File: src/rtl/egg_timer_ctrl.sv
// Egg timer controller: set minutes/seconds, count down once per second,
// sound an alarm at 00:00 that clears itself after ALARM_SECS seconds.
module egg_timer_ctrl #(
    parameter int TICKS_PER_SEC = 100000000,
    parameter int MAX_MIN       = 59,
    parameter int ALARM_SECS    = 10
) (
    input  logic       clk,
    input  logic       reset,
    input  logic       btn_start,
    input  logic       btn_stop,
    input  logic       btn_min_inc,
    input  logic       btn_sec_inc,
    output logic [5:0] minutes,
    output logic [5:0] seconds,
    output logic       running,
    output logic       paused,
    output logic       alarm
);

    localparam int PW = $clog2(TICKS_PER_SEC);
    localparam logic [PW-1:0] PRE_MAX = PW'(TICKS_PER_SEC - 1);
    localparam logic [PW-1:0] PRE_ONE = PW'(1);
    localparam logic [5:0] MIN_TOP = 6'(MAX_MIN);
    localparam logic [5:0] ASEC_LAST = 6'(ALARM_SECS - 1);

    typedef enum logic [1:0] {
        S_IDLE,
        S_RUN,
        S_PAUSE,
        S_ALARM
    } state_t;

    state_t        state;
    logic [PW-1:0] prescaler;
    logic [5:0]    alarm_cnt;

    logic time_nz;
    logic last_sec;
    assign time_nz  = (minutes != 6'd0) || (seconds != 6'd0);
    assign last_sec = (minutes == 6'd0) && (seconds == 6'd1);

    always_ff @(posedge clk) begin
        if (!reset) begin
            state     <= S_IDLE;
            minutes   <= 6'd0;
            seconds   <= 6'd0;
            prescaler <= '0;
            alarm_cnt <= 6'd0;
            running   <= 1'b0;
            paused    <= 1'b0;
            alarm     <= 1'b0;
        end else begin
            unique case (state)
                S_IDLE: begin
                    if (btn_sec_inc)
                        seconds <= (seconds == 6'd59) ? 6'd0 : seconds + 6'd1;
                    if (btn_min_inc)
                        minutes <= (minutes == MIN_TOP) ? 6'd0 : minutes + 6'd1;
                    if (btn_start && !btn_stop && time_nz) begin
                        state     <= S_RUN;
                        prescaler <= '0;
                        running   <= 1'b1;
                    end
                end
                S_RUN: begin
                    if (btn_stop) begin
                        state   <= S_PAUSE;
                        running <= 1'b0;
                        paused  <= 1'b1;
                    end else if (prescaler == PRE_MAX) begin
                        prescaler <= '0;
                        if (seconds == 6'd0) begin
                            seconds <= 6'd59;
                            minutes <= minutes - 6'd1;
                        end else begin
                            seconds <= seconds - 6'd1;
                        end
                        if (last_sec) begin
                            state     <= S_ALARM;
                            alarm_cnt <= 6'd0;
                            running   <= 1'b0;
                            alarm     <= 1'b1;
                        end
                    end else begin
                        prescaler <= prescaler + PRE_ONE;
                    end
                end
                S_PAUSE: begin
                    if (btn_stop) begin
                        state     <= S_IDLE;
                        minutes   <= 6'd0;
                        seconds   <= 6'd0;
                        prescaler <= '0;
                        paused    <= 1'b0;
                    end else if (btn_start) begin
                        state   <= S_RUN;
                        paused  <= 1'b0;
                        running <= 1'b1;
                    end
                end
                S_ALARM: begin
                    // Any button acknowledges; otherwise time out on whole seconds
                    if (btn_start || btn_stop) begin
                        state     <= S_IDLE;
                        prescaler <= '0;
                        alarm_cnt <= 6'd0;
                        alarm     <= 1'b0;
                    end else if (prescaler == PRE_MAX) begin
                        prescaler <= '0;
                        if (alarm_cnt == ASEC_LAST) begin
                            state     <= S_IDLE;
                            alarm_cnt <= 6'd0;
                            alarm     <= 1'b0;
                        end else begin
                            alarm_cnt <= alarm_cnt + 6'd1;
                        end
                    end else begin
                        prescaler <= prescaler + PRE_ONE;
                    end
                end
            endcase
        end
    end

endmodule

File: config.mk
export PLATFORM = sky130hd
export DESIGN_NAME = egg_timer_ctrl
export DESIGN_NICKNAME = d
export VERILOG_FILES = /design/src/rtl/egg_timer_ctrl.sv
export SDC_FILE = /design/constraint.sdc
export NUM_CORES = 1
export LEC_CHECK = 0
export BUFFER_PORTS_ARGS = -buffer_cell sky130_fd_sc_hd__buf_4
export CAP_MARGIN = 20
export CORE_AREA = 2 2 79 89
export CTS_CLUSTER_DIAMETER = 30
export DETAILED_ROUTE_END_ITERATION = 8
export DIE_AREA = 0 0 81 91
export HOLD_SLACK_MARGIN = 0.02
export PLACE_DENSITY_LB_ADDON = 0.05
export REMOVE_ABC_BUFFERS = 1
export SLEW_MARGIN = 20
export SYNTH_ARGS = -nofsm -noshare
export SYNTH_HDL_FRONTEND = slang
export SYNTH_SLANG_ARGS = --single-unit
File: constraint.sdc
create_clock -name clk -period 1.9 [get_ports clk]
set_input_delay 0.475 -clock clk [delete_from_list [all_inputs] [get_ports clk]]
set_output_delay 0.475 -clock clk [all_outputs]
set_load 0.02 [all_outputs]
# ---- Word-level counts from Yosys, hierarchy flattened
# Index checks and enable logic that the tools add are counted.
dict set report op_classes {
  n_addsub 6
  n_mul 0
  div 0
  n_lt_le_gt_ge 0
  eq_ne 24
  shifts 0
  mux 54
  n_bitwise 0
  n_reduce_logical 22
}
# op n
set op_table {}
lappend op_table {{$mux 27} 5}
lappend op_table {{$pmux 27 s4} 1}
lappend op_table {{$mux 6} 17}
lappend op_table {{$pmux 6 s3} 2}
lappend op_table {{$add 27x1->27 const B} 1}
lappend op_table {{$eq 27x27->1 const B} 1}
lappend op_table {{$reduce_and 6->1} 4}
lappend op_table {{$ne 2x2->1 const B} 11}
lappend op_table {{$add 6x1->6 const B} 3}
lappend op_table {{$mux 2} 9}
lappend op_table {{$mux 1} 15}
lappend op_table {{$ne 3x3->1 const B} 5}
lappend op_table {{$eq 6x6->1 const B} 2}
lappend op_table {{$logic_not 6->1} 2}
lappend op_table {{$pmux 6 s2} 1}
lappend op_table {{$reduce_bool 6->1} 2}
lappend op_table {{$sub 6x1->6 const B} 2}
lappend op_table {{$reduce_and 5->1} 2}
lappend op_table {{$pmux 2 s4} 1}
lappend op_table {{$eq 6x1->1 const B} 1}
lappend op_table {{$eq 6x4->1 const B} 1}
lappend op_table {{$reduce_and 3->1} 2}
lappend op_table {{$eq 2x2->1 const B} 2}
lappend op_table {{$pmux 1 s2} 2}
lappend op_table {{8 further kinds} 12}
dict set report totals {
  ff_bits 50
  latch_bits 0
  mem_bits_rw 0
  romBits 0
  in_bits 6
  elab_cells 114
  mem_count 0
}

# ---- Longest topological paths before layout
dict set report logic_depth {
  ltp_word 6
  ltp_mapped 9
  ltp_nobuf 7
}

# ---- Worst setup path after synthesis
# No wires, ideal clock.
dict set report synth_path {
  path_type {register to register}
  from {reg seconds[0]}
  to {reg prescaler[21]}
  setup_time_ns 0.070
  arrival_time_ns 2.183
  required_ns 1.830
  path_slack_ns -0.353
  stages_incl_launch_ff 9
  path_buffers 1
  cell_sequence {dfxtp_1 > inv_1 > ha_1 > nor2b_1 > and4_4 > a21o_1 > buf_4 > or4_1 > a21oi_1}
}
dict set report synth_via {
  elab_chain_len 5
}
# item line
set synth_rtl {}
lappend synth_rtl {{start: declaration} 15} ;# output logic [5:0] seconds,
lappend synth_rtl {{start signal: assignment} 57} ;# seconds <= (seconds == 6'd59) ? 6'd0 : seconds + 6'd1;
lappend synth_rtl {{start signal: assignment} 77} ;# seconds <= seconds - 6'd1;
lappend synth_rtl {{$reduce_bool 6->1} 40} ;# assign time_nz = (minutes != 6'd0) || (seconds != 6'd0);
lappend synth_rtl {{$logic_or 1x1->1} 40}
lappend synth_rtl {{$logic_and 1x1->1} 60} ;# if (btn_start && !btn_stop && time_nz) begin
lappend synth_rtl {{$ne 2x2->1 (no source line)} n/a}
lappend synth_rtl {{$reduce_and 3->1 (no source line)} n/a}
lappend synth_rtl {{end signal: assignment} 86} ;# prescaler <= prescaler + PRE_ONE;
lappend synth_rtl {{end signal: assignment} 119} ;# prescaler <= prescaler + PRE_ONE;
lappend synth_rtl {{end: declaration} 35} ;# logic [PW-1:0] prescaler;
# No other way between the ends.
# A chain may end at the register's enable or synchronous reset.

# ---- Final worst setup path
dict set report layout_path {
  from {reg minutes[1]}
  to {reg prescaler[12]}
}
dict set report layout_via {
  elab_chain_len 5
}
# item line
set layout_rtl {}
lappend layout_rtl {{start: declaration} 14} ;# output logic [5:0] minutes,
lappend layout_rtl {{start signal: assignment} 59} ;# minutes <= (minutes == MIN_TOP) ? 6'd0 : minutes + 6'd1;
lappend layout_rtl {{start signal: assignment} 75} ;# minutes <= minutes - 6'd1;
lappend layout_rtl {{$reduce_bool 6->1} 40}
lappend layout_rtl {{$logic_or 1x1->1} 40}
lappend layout_rtl {{$logic_and 1x1->1} 60}
lappend layout_rtl {{$ne 2x2->1 (no source line)} n/a}
lappend layout_rtl {{$reduce_and 3->1 (no source line)} n/a}
# No other way between the ends.

==> impl_metrics.py <==
metrics = {
    "global_route": {
        "antenna_found_initial": 0,
        "grt_overflow": 0,
        "grt_usage": 0.306,
        "grt_pass1_wl_um": 18100,
        "grt_pass1_vias": 3858,
        "grt_start_max_net_pins": 20,
    },
    "floorplanning": {
        "fp.dieW_um": 81,
        "fp.dieArea_um2": 7370,
        "rows": 31,
        "ios": 21,
        "core-area_um2": 6440,
        "initial_core_util": 0.541,
        "die_height_um": 91,
    },
    "place": {
        "io_buffers": 20,
        "dp_slack_ns": -0.248,
        "dp.cells": 613,
        "dp_hpwl_um": 7520,
        "dpl-instance-area_um2": 4410,
        "gp_congestion": 0.902,
    },
    "sta": {
        "slew_viol_final": 0,
        "rsz0062_at_grt": "yes",
        "period_share": 1.03,
        "final-hold-violation-count": 0,
        "relSlewSlack": 0.635,
        "final.setup.tns_ns": -0.176,
        "tightest_slew_ns": 0.547,
        "min_period_ns": 1.97,
        "fin_ws_ns": -0.0653,
        "fin_hold_ws_ns": 0.467,
        "setup_viol": 11,
        "clock.fmax_ghz": 0.509,
        "final.setup_skew_ns": 0.00988,
    },
    "setup_path": {
        "path_delay_family": "simple AND/OR/NAND/NOR gates",
        "cp.required_ns": 2.14,
        "crit_buf_inv": 1,
        "end_kind": "flip-flop",
        "slowest_delay_ns": 0.43,
        "crit_fanout": 7,
        "critPathKind": "reg2reg",
        "start_kind": "flip-flop",
        "worstPathArrival_ns": 2.21,
        "cp_slowest_cell": "or3b_4",
        "crit_chain": "inv_2, ha_4, nor2b_4, and4_4, a2111oi_4, or3b_4, a21oi_2",
    },
    "hold_path": {
        "min_path_type": "reg2reg",
    },
    "routing": {
        "route.detailed.drc": 0,
        "dr.pass1.iters": 7,
        "viasPerCell": 6.35,
        "drtIter0Drc": 267,
        "wl_per_cell_um": 19.0,
        "ant_nets": 0,
        "vias": 4135,
        "routed_wl_um": 12400,
    },
    "pwr": {
        "total_power_mw": 5.84,
        "p_per_area_nw_per_um2": 1110,
        "ir_drop_mv": 0.926,
        "leakagePower_nw": 2.00,
    },
    "cells_and_area": {
        "finish.utilization": 0.818,
        "final_common_cell": "buf_4",
        "drive_gt1_frac": 0.475,
        "final_cell_mix": "buf_4 (143), dfxtp_1 (38), nand2_1 (33)",
        "fin_area_um2": 5270,
        "instances_no_fill": 651,
        "final_nets": 588,
        "area_delta_synth_final_pct": 51.1,
        "diodes": 0,
    },
    "logic_synthesis": {
        "ys_warn_count": 0,
        "yosys_most_used_dff": "dfxtp_1",
        "syn_avg_cell_area_um2": 8.05,
        "ys_ff_latch": 50,
        "syn_inst": 433,
        "ys_seq_area_frac": 0.287,
        "synth_edf_count": 0,
        "yosysUniqueCellTypes": 83,
        "ys_async_sr_fraction": 0,
        "netlist_area_um2": 3490,
    },
    "clocking": {
        "clkTransAtPathRegs_ns": 0.10,
        "holdBufCountCts": 0,
        "cts_buffers": 5,
        "clk_path_buf_depth": 2,
        "clk_latency_ns": 0.31,
        "root_buffer": "clkbuf_8",
        "cts_tree": "built",
        "cts_htree_levels": 2,
        "cts.sinks": 50,
    },
    "run": {
        "maxCapViolations": 0,
    },
    "outcome": {
        "violations": "setup timing",
        "status": "complete, but fails checks",
    },
}
==> sequential cells by signal (all words and copies together), names as in the netlist <==
register / cells
running: 1
alarm: 1
seconds: 6
state: 2
alarm_cnt: 6
prescaler: 27
minutes: 6
paused: 1
==> routing by layer <==
metal | global-route usage | share of wire | up-vias
li1 | - | - | 1917
met1 | 0.367 | 0.40 | 1991
met2 | 0.528 | 0.52 | 186
met3 | 0.0417 | 0.052 | 41
met4 | 0.143 | 0.032 | 0
met5 | 0 | 0 | -
==> cells in the mapped netlist, types with 11 or more instances <==
master	count	area (um2)
nor2_1	35	131
a21oi_1	38	190
dfxtp_1	50	1000
clkbuf_1	11	41.3
o21ai_0	20	100
inv_1	15	56.3
o31ai_1	11	82.6
nand2_1	35	131
nand3_1	20	100
ha_1	14	175
xnor2_1	12	105
==> worst register-to-register path, delay by kind of cell (launching register included) <==
kind / cells / cell delay [ns]
compound gates: 2 / 0.54
fa+ha+maj: 1 / 0.15
buf+inv: 1 / 0.05
flops: 1 / 0.35
simple gates: 3 / 0.80
==> final timing paths <==
path                            depth (start not counted)  slack (ns)        from            end
worst max-delay path                                    7       -0.07  minutes[1]  prescaler[12]
worst min register to register                          2        0.47       alarm          alarm
worst max register to register                          7       -0.07  minutes[1]  prescaler[12]
worst min-delay path                                    2        0.47       alarm          alarm
==> cell families after synthesis <==
family	Yosys count	synth area share
AOI/OAI and AO/OA	138	0.285
xor gates and xnor gates	12	0.0302
adders and majority gates	14	0.0503
buffers and inverters	40	0.0488
DFF	50	0.287
muxes	1	0.00287
and+or+nand+nor	178	0.295
==> timing repair <==
item	in CTS	in global routing
cloned	2	1
pin swaps	20	31
setup buffers	10	18
gates resized for setup	51	79
setup endpoints to repair	38	48
==> layout make-up <==
cell class	count	area, um2
multi-input cells	345	2810
repair buffers	150	1170
fillers	421	1170
flip-flops and latches	50	1020
well taps	82	103
clock buffers	5	68.8
inverters	16	68.8
clock inverters	3	21.3
==> power breakdown <==
| group | internal (mW) | switching (mW) |
|---|---|---|
| registers | 1.16 | 0.0916 |
| clock network | 0.260 | 0.401 |
| logic | 1.81 | 2.12 |
| total | 3.23 | 2.61 |
Power figures use the tool's default switching activity.
